--- config.mk ---
export PLATFORM = sky130hd
export DESIGN_NAME = bcd_serial_subtractor_4digit
export DESIGN_NICKNAME = d
export VERILOG_FILES = /design/src/rtl/bcd_serial_subtractor_4digit.sv
export SDC_FILE = /design/constraint.sdc
export NUM_CORES = 1
export LEC_CHECK = 0
export CORE_MARGIN = 2
export CORE_UTILIZATION = 50
export CTS_CLUSTER_SIZE = 8
export DETAILED_ROUTE_END_ITERATION = 8
export PLACE_DENSITY = 0.78
export SLEW_MARGIN = 5
export SYNTH_ARGS = -nofsm -noshare
export SYNTH_HDL_FRONTEND = slang
export SYNTH_SLANG_ARGS = --single-unit
--- constraint.sdc ---
create_clock -name clk -period 3.6 [get_ports clk]
set_input_delay 1.08 -clock clk [delete_from_list [all_inputs] [get_ports clk]]
set_output_delay 1.08 -clock clk [all_outputs]
set_load 0.02 [all_outputs]
--- src/rtl/bcd_serial_subtractor_4digit.sv ---
// rtl/bcd_serial_subtractor_4digit.sv - digit-serial 4-digit BCD subtractor (a - b - bin)
module bcd_serial_subtractor_4digit (
  input  logic        clk,
  input  logic        rst,
  input  logic        start,
  input  logic [15:0] a_4digit,
  input  logic [15:0] b_4digit,
  input  logic        bin,
  output logic        busy,
  output logic        done,
  output logic [15:0] diff_4digit,
  output logic        bout,
  output logic        err
);

  typedef enum logic [1:0] {IDLE, SUB, DONE} state_t;

  state_t      state, state_next;
  logic [15:0] a_q, b_q;
  logic        borrow_q;
  logic [1:0]  idx_q;

  logic [3:0]  a_digit, b_digit, diff_digit;
  logic [4:0]  raw;
  logic        digit_borrow;

  function automatic logic has_bad_digit(input logic [15:0] v);
    logic bad;
    bad = 1'b0;
    for (int i = 0; i < 4; i++) begin
      if (v[i*4 +: 4] > 4'd9) bad = 1'b1;
    end
    return bad;
  endfunction

  // Even with invalid digits (0..15) the 5-bit difference stays in -16..15,
  // so bit 4 is a reliable sign; adding 10 mod 16 folds a negative digit back.
  always_comb begin
    a_digit      = a_q[{idx_q, 2'b00} +: 4];
    b_digit      = b_q[{idx_q, 2'b00} +: 4];
    raw          = {1'b0, a_digit} - {1'b0, b_digit} - {4'b0000, borrow_q};
    digit_borrow = raw[4];
    diff_digit   = digit_borrow ? (raw[3:0] + 4'd10) : raw[3:0];
  end

  always_comb begin
    state_next = state;
    case (state)
      IDLE:    if (start) state_next = SUB;
      SUB:     if (idx_q == 2'd3) state_next = DONE;
      DONE:    state_next = IDLE;
      default: state_next = IDLE;
    endcase
  end

  assign busy = (state != IDLE);

  always_ff @(posedge clk) begin
    if (rst) begin
      state       <= IDLE;
      a_q         <= '0;
      b_q         <= '0;
      borrow_q    <= 1'b0;
      idx_q       <= '0;
      done        <= 1'b0;
      diff_4digit <= '0;
      bout        <= 1'b0;
      err         <= 1'b0;
    end else begin
      state <= state_next;
      done  <= 1'b0;
      case (state)
        IDLE: begin
          if (start) begin
            a_q      <= a_4digit;
            b_q      <= b_4digit;
            borrow_q <= bin;
            idx_q    <= '0;
            err      <= has_bad_digit(a_4digit) || has_bad_digit(b_4digit);
          end
        end
        SUB: begin
          diff_4digit[{idx_q, 2'b00} +: 4] <= diff_digit;
          borrow_q <= digit_borrow;
          idx_q    <= idx_q + 2'd1;
        end
        DONE: begin
          done <= 1'b1;
          if (err) begin
            diff_4digit <= '0;
            bout        <= 1'b0;
          end else begin
            bout <= borrow_q;
          end
        end
        default: ;
      endcase
    end
  end

endmodule

Word-level counts from Yosys, hierarchy flattened. Index checks and enable logic that the tools add are counted.

$lt $le $gt $ge: 8. Shifts and indexed selects: 4. Reductions and logical operators: 9. Equal/unequal tests: 6. Add/sub/neg operators: 5. Divide/modulo/power cells: 0. Muxes and demuxes: 27. Multipliers: 0. Bitwise gates (word level): 0.

Operator list (count): 4-bit greater-than comparator, second input constant (8); 16-bit case mux with 2 select lines (1); 16-bit by 5-bit variable part select with 4-bit output (2); 1-bit two-way mux (17); 16-bit bitwise mux (1); 16-bit two-way mux (1); 4-bit by 6-bit variable shift with 16-bit output, first input constant (1); 4-bit by 6-bit variable part select with 16-bit output (1); 2-bit case mux with 2 select lines (2); 2-bit AND reduction (4); 2-bit two-way mux (3); 2-bit != test, second input constant (3); 4-bit negator with 6-bit output (1); 2-bit nonzero test (3); 4-bit by 4-bit subtractor with 5-bit output (1); 5-bit by 1-bit subtractor with 5-bit output (1); 4-bit adder, second input constant (1); 2-bit equality test, second input constant (2); 4-bit two-way mux (1); 2-bit by 1-bit adder with 2-bit output, second input constant (1); 2-bit by 1-bit equality test with 1-bit output, second input constant (1); 2-bit zero test (1); 1-bit case mux with 2 select lines (1); 1-bit logical OR (1).

Bits in writable memories: 0. Memories: 0. Register bits after elaboration: 56. Bits in latches: 0. Input port bits: 36. Memory bits (read-only): 0.

Longest topological paths before layout. Gate-level depths: netlist of the first run.

Word-level depth: 9. Depth in mapped cells: 12.

Least setup slack after synthesis of the first run. Ideal clock, no wire load.

Path kind: register to register. From: register idx_q[0]. To: register diff_4digit[11]. Clock period less this slack: 3327 ps. Data required time: 3513 ps. Buffers on the path: 2. Path slack: 273 ps. Arrival: 3240 ps. Stages on the path, launching flop included: 13. Cell sequence: dfxtp_1 buf_6 buf_2 mux4_2 fa_1 fa_1 xor2_1 ha_1 nor3b_1 o21ai_0 o211ai_2 xnor2_4 o31ai_1.

Cells in the longest elaborated chain, start to end: 8.

RTL lines: from (decl) (line 21) `logic [1:0] idx_q;`; from (signal assigned) (line 85) `idx_q <= idx_q + 2'd1;`; 16-bit by 5-bit variable part select with 4-bit output, on equally long branches (line 39, 40); 4-bit by 4-bit subtractor with 5-bit output (line 41) `raw = {1'b0, a_digit} - {1'b0, b_digit} - {4'b0000, borrow_q};`; 5-bit by 1-bit subtractor with 5-bit output (line 41); 4-bit adder (line 43) `diff_digit = digit_borrow ? (raw[3:0] + 4'd10) : raw[3:0];`; 4-bit two-way mux (line 43); 4-bit by 6-bit variable part select with 16-bit output (line 83) `diff_4digit[{idx_q, 2'b00} +: 4] <= diff_digit;`; 16-bit bitwise mux (*) (line 83); 16-bit case mux with 2 select lines (*) (line 72) `case (state)`; to (signal, indexed assignment) (line 83); to (decl) (line 11) `output logic [15:0] diff_4digit,`.

Every way passes the cells marked *; elsewhere a longest branch is shown, timed or not. A chain may end at the register's enable or synchronous reset.

Worst setup path after layout of the first run.
From: register idx_q[0]. To: register diff_4digit[7].

The elaborated chain is that of the path after synthesis.

==> metrics.md, run 1 <==
| Metric | Value |
|---|---|
| Register area share after synthesis | 42.0% |
| Avg Cell Area, Syn | 8.63 um^2 |
| Final setup vio count | 0 |
| Initial DRC count | 194 |
| Yosys reg bits | 56 |
| Die extent in y | 77.0 um |
| Ports | 56 |
| CTS tree | done |
| Cts repair resizes | 0 |
| Critical path's largest stage delay | 0.46 ns |
| Sequential power share | 48.4% |
| Final Util | 65.2% |
| PD cells | 413 mW/mm^2 |
| Routed WL per cell | 13.9 um |
| Post-layout minimum cycle time | 3.22 ns |
| Commonest non-fill, non-tap cell in the layout | nand2_1 |
| DP Cell Count | 422 |
| Int Power | 0.000982 W |
| Hold Crit Class | register to register |
| Relative slew slack | 58.1% |
| Worst Setup Start Kind | register |
| Crit end category | register |
| Total die area | 0.00594 mm^2 |
| Initial Utilization | 51.9% |
| Max-slew violations | 0 |
| Reg2Reg Setup Slack | 0.38 ns |
| H-Tree Depth | 2 |
| Clock power frac | 25.1% |
| CP most frequent cell | fa_1 |
| Via density | 5.37 |
| Crit path max-delay cell type | fa_1 |
| Yosys Warn Count | 0 |
| Setup WS pre-CTS | 0.394 ns |
| RSZ-0062 raised after global routing | false |
| Worst R2R Start | idx_q[0] |
| Number of global-route vias before repair | 2281 |
| Final WL | 5990 um |
| Most frequent cells in the layout | nand2_1 (80), dfxtp_1 (56), clkdlybuf4s50_1 (54) |
| Fin. Hold Viols | 0 |
| Cell Rows | 26 |
| Netlist cell types | 40 |
| Root Driver | clkbuf_8 |
| Fillers | 468 |
| VDD IR max | 197 uV |
| Global router's overall resource usage | 20.9% |
| Post-Layout Cell Count | 430 |
| Clock Skew | 0.00507 ns |
| Syn_nets | 357 |
| First-pass GRT wire length | 10100 um |
| Setup TNS Final | 0 ns |
| WS Path Type | register to register |
| IO Port Bufs | 55 |
| Reg clk slew, reported paths | 0.09 ns |
| Final ANT Viol Nets | 0 |
| Yosys top cell by area | dfxtp_1 |
| CTS hold repair buffers | 0 |
| Total grt overflow | 0 |
| PnR worst setup slack | 0.385 ns |
| DP HPWL | 4540 um |
| Share of post-route cells with drive strength above 1 | 6.11% |
| Die extent in x | 77.0 um |
| # clock sinks | 56 |
| Placer Congestion | 0.829 |
| DRT Pass-1 Iters | 4 |
| Clock buffer count from CTS | 5 |
| Comb pwr share | 26.5% |
| Post-route DRC violation count | 0 |
| P_leak | 1.26 nW |
| Syn Std Cell Area | 0.00267 mm^2 |
| CP max FO | 18 |
| Required @ worst endpoint | 3.83 ns |
| Worst-case reg-to-reg path depth | 12 |
| Worst setup startpoint | idx_q[0] |
| Initial antenna violation count | 0 |
| Post-CTS Setup Bufs | 0 |
| Critical Path Sink | diff_4digit[7] |
| Clock Path Buffers | 2 |
| Final nets | 407 |
| Core area | 0.00514 mm^2 |
| CP cell instances | buf_4, mux4_1, inv_1, fa_1, fa_1, xor2_1, ha_1, nor3b_1, o21ai_0, o211ai_2, xnor2_4, o31ai_1 |
| Max Clk Rate | 0.311 GHz |
| Worst R2R End | diff_4digit[7] |
| Detailed-route via count | 2311 |
| Tcrit/Tclk final | 89.3% |
| Diodes inserted | 0 |
| Syn Inst Count | 309 |
| Max cap viols | 0 |
| Measured slew at the worst slew-check pin | 0.627 ns |
| Top cells by area, synth | dfxtp_1 (42%), nand2_1 (11%), a21oi_1 (8.1%) |
| Switching pwr | 0.000400 W |
| Min Hold Slack | 0.455 ns |
| Area Overhead vs Synth | 25.6% |
| Synth top area share | 42.0% |
| Worst Path Arrival | 3.44 ns |
| Outcome | complete, no violations |
| Largest net degree at the start of global routing | 37 |
| Sw Ratio | 28.9% |
| Clock Latency Late Sink | 0.30 ns |
-- layout make-up --
class	instances	area (um^2)	area share, %
clock buffer	8	90.1	2.69
timing repair buffer	60	583	17.4
tap	70	87.6	2.61
inverter	10	37.5	1.12
multi-input combinational	226	1430	42.7
sequential	56	1120	33.5
-- cells by family after synthesis --
kind of cell,count (synthesis),synth area share [%]
compound gates,68,14.3
xor+xnor,4,2.53
fa+ha+maj,12,6.19
buf+inv,27,4.36
flops,56,42.0
mux,10,8.11
simple gates,132,22.5
-- through the flow --
stage	instance area, um^2	total power [W]
global placement	3260	0.00104
finish	3350	0.00138
global route	3350	0.00145
detailed placement	3260	0.00105
CTS	3350	0.00139
floorplan	2670	0.000935
-- power groups by stage --
stage	Combinational, W	Clock (W)	Sequential [W]
6_report	0.000367	0.000347	0.000669
5_1_grt	0.000398	0.000381	0.000673
4_1_cts	0.000368	0.000352	0.000669
3_5_place_dp	0.000366	0	0.000683
3_3_place_gp	0.000355	0	0.000682
2_1_floorplan	0.000248	0	0.000687
-- registers in the layout (all words and copies together), names as in the netlist --
name,count
idx_q,2
state,2
borrow_q,1
a_q,16
bout,1
err,1
b_q,16
diff_4digit,16
done,1
-- worst min-delay path by stage --
stage,start,end,depth (start not counted)
after floorplan,a_q[6],a_q[6],2
after global placement,a_q[10],a_q[10],2
after detailed placement,b_q[5],b_q[5],2
after CTS,b_q[5],b_q[5],2
after global routing,a_q[15],a_q[15],2
final,b_q[5],b_q[5],2
-- synthesized netlist by cell type --
cell type  number
nand4_1         3
nand3b_1        2
ha_1           10
xnor2_4         1
o21ai_1         4
nor2b_1         6
nand2_2         1
nor4b_1         1
and3b_1         1
and2_1          1
mux4_2          4
a32o_1          1
o31ai_1         4
a22o_1          3
nor2_2          1
mux4_1          4
o21ai_0         9
mux2_2          1
nor3_1          3
clkbuf_1        8
buf_6           1
nor3b_1         2
nand3b_4        1
a22oi_1         3
dfxtp_1        56
and4b_1         1
nand2b_1        6
nor2_1         18
inv_1          10
xor2_1          2
buf_2           6
nand2_1        80
a21oi_1        43
nand3_1         4
xnor3_1         1
mux2i_1         1
fa_1            2
o211ai_2        1
nor4_1          1
buf_1           2
-- per-layer routing --
metal  wire length, um  up-vias  global-route usage (%)
li1                  -     1149                       -
met1              2730     1090                    27.7
met2              2940       64                    34.8
met3               269        8                    3.88
met4                51        0                    6.43
met5                 0        -                       0
-- worst max-delay path: cells and delay by family, from the launching register on --
family          cells  cell delay, ns
compound gates      3            0.60
buf+inv             2            0.32
flops               1            0.36
xor+xnor            2            0.40
mux                 1            0.27
simple gates        1            0.06
fa+ha+maj           3            1.12
Note: power is estimated with default switching activity, not from simulation.
==> run 2: changes to the inputs <==
--- a/config.mk
+++ b/config.mk
@@ -7,6 +7,7 @@
 export LEC_CHECK = 0
 export CORE_MARGIN = 2
 export CORE_UTILIZATION = 50
+export CTS_CLUSTER_DIAMETER = 150
 export CTS_CLUSTER_SIZE = 8
 export DETAILED_ROUTE_END_ITERATION = 8
 export PLACE_DENSITY = 0.78
==> results of run 2 <==
Final layout, timing and power as in run 1 (identical DEF).
==> run 3: changes to the inputs <==
--- a/config.mk
+++ b/config.mk
@@ -10,6 +10,7 @@
 export CTS_CLUSTER_DIAMETER = 150
 export CTS_CLUSTER_SIZE = 8
 export DETAILED_ROUTE_END_ITERATION = 8
+export GPL_TIMING_DRIVEN = 0
 export PLACE_DENSITY = 0.78
 export SLEW_MARGIN = 5
 export SYNTH_ARGS = -nofsm -noshare
==> metrics.md, run 3 (synthesis results as in run 1) <==
| Metric | Value |
|---|---|
| Fillers | 472 |
| Switching pwr | 0.000415 W |
| Post-placement cell area | 0.00330 mm^2 |
| Worst Setup Start Kind | register |
| Area Overhead vs Synth | 28.7% |
| Crit path max-delay cell type | mux4_2 |
| Max cap viols | 0 |
| Outcome | complete, no violations |
| Fin. Hold Viols | 0 |
| Final ANT Viol Nets | 0 |
| Reg2Reg Setup Slack | 0.22 ns |
| Final setup vio count | 0 |
| Share of post-route cells with drive strength above 1 | 7.30% |
| Total die area | 0.00594 mm^2 |
| Die extent in x | 77.0 um |
| Tcrit/Tclk final | 93.9% |
| # clock sinks | 56 |
| Commonest non-fill, non-tap cell in the layout | nand2_1 |
| Detailed-route via count | 2356 |
| Sw Ratio | 27.8% |
| CP cell instances | buf_8, mux4_2, fa_1, fa_2, xor2_2, ha_1, nor2_1, mux2i_1, o211ai_2, xnor2_4, o31ai_1 |
| Clock buffer count from CTS | 5 |
| Setup WS pre-CTS | -0.142 ns |
| Most frequent cells in the layout | nand2_1 (80), dfxtp_1 (55), clkdlybuf4s50_1 (54) |
| CTS tree | done |
| Measured slew at the worst slew-check pin | 0.536 ns |
| IO Port Bufs | 54 |
| P_leak | 1.29 nW |
| First-pass GRT wire length | 10900 um |
| Critical path's largest stage delay | 0.55 ns |
| Post-route DRC violation count | 0 |
| Cell Rows | 26 |
| Diodes inserted | 0 |
| Number of global-route vias before repair | 2267 |
| Clock Latency Late Sink | 0.31 ns |
| Largest registers | a_q (16), b_q (16), diff_4digit (16) |
| Ports | 56 |
| RSZ-0062 raised after global routing | false |
| Final WL | 6330 um |
| Crit end category | register |
| Initial Utilization | 51.9% |
| Via density | 5.35 |
| Reg clk slew, reported paths | 0.10 ns |
| Post-route cell area | 0.00343 mm^2 |
| Initial antenna violation count | 0 |
| DP HPWL | 4860 um |
| Required @ worst endpoint | 3.83 ns |
| Comb pwr share | 25.2% |
| Initial DRC count | 144 |
| Clock power frac | 29.9% |
| Global router's overall resource usage | 22.8% |
| Die extent in y | 77.0 um |
| Root Driver | clkbuf_8 |
| Hold Crit Class | register to register |
| Post-layout minimum cycle time | 3.38 ns |
| Placer Congestion | 0.861 |
| DRT Pass-1 Iters | 4 |
| PnR worst setup slack | 0.219 ns |
| Final nets | 417 |
| Routed WL per cell | 14.4 um |
| Core area | 0.00514 mm^2 |
| Max-slew violations | 0 |
| Int Power | 0.00108 W |
| Max Clk Rate | 0.296 GHz |
| Total grt overflow | 0 |
| Clock Path Buffers | 2 |
| WS Path Type | register to register |
| Clock Skew | 0.00280 ns |
| CP max FO | 16 |
| VDD IR max | 296 uV |
| H-Tree Depth | 2 |
| Sequential power share | 44.9% |
| PD cells | 435 mW/mm^2 |
| Largest net degree at the start of global routing | 17 |
| Worst Path Arrival | 3.61 ns |
| Relative slew slack | 64.2% |
## run 3: cell count changes in the layout (fill, tap and decap cells not counted), sizes merged
cell and delta:
buf +2, bufinv +1, clkbuf +7
## run 3: layout make-up
type / count / area [um^2] / area share [%]
inverters: 10 / 37.5 / 1.09
multi-input cells: 226 / 1440 / 42.0
flip-flops and latches: 56 / 1120 / 32.7
clock inverters: 1 / 30.0 / 0.875
well taps: 70 / 87.6 / 2.55
plain buffers: 16 / 77.6 / 2.26
repair buffers: 54 / 541 / 15.7
clock buffers: 7 / 96.3 / 2.81
## run 3: worst max-delay path: cells and delay by family, from the launching register on
family          cells  cell delay [ns]
fa+ha+maj           3             1.11
mux                 2             0.64
compound gates      2             0.52
flops               1             0.39
xor+xnor            2             0.30
buf+inv             1             0.19
simple gates        1             0.12
## run 3: per-stage QoR
step / hold slack, ns / util [%] / cells / setup TNS [ns] / power (W)
floorplan: 0.432 / - / 309 / 0 / 0.000935
global placement: 0.436 / 64.1 / 433 / -0.153 / 0.00104
detailed placement: 0.440 / 64.1 / 433 / -0.638 / 0.00105
CTS: 0.453 / 66.5 / 440 / 0 / 0.00149
global route: 0.474 / 66.8 / 440 / 0 / 0.00157
finish: 0.450 / 66.8 / 440 / 0 / 0.00149
## run 3: layer usage
layer / vias to the layer above / part of all wire (%) / track usage (%)
met2: 58 / 50 / 39.4
met4: 0 / 1.5 / 6.96
met1: 1113 / 44 / 29.5
met5: - / 0 / 0
li1: 1174 / - / -
met3: 11 / 3.8 / 3.53
## run 3: timing repair
| action | 4_1_cts | 5_1_grt |
|---|---|---|
| pin swaps | 0 | 1 |
| buffers inserted | 0 | 0 |
| hold buffers | 0 | 0 |
| resized for setup | 0 | 4 |
| setup endpoints to repair | 8 | 7 |
| cloned | 0 | 0 |
## run 3: worst paths after layout
path | from | to | depth (start not counted)
hold / removal | diff_4digit[6] | diff_4digit[6] | 2
hold reg to reg | diff_4digit[6] | diff_4digit[6] | 2
setup reg to reg | idx_q[0] | diff_4digit[7] | 11
setup / recovery | idx_q[0] | diff_4digit[7] | 11
## run 3: power groups by stage
stage	Clock (W)	Sequential (W)	Combinational, W
2_1_floorplan	0	0.000687	0.000248
3_3_place_gp	0	0.000682	0.000361
3_5_place_dp	0	0.000684	0.000371
4_1_cts	0.000450	0.000669	0.000371
5_1_grt	0.000480	0.000674	0.000416
6_report	0.000446	0.000670	0.000375
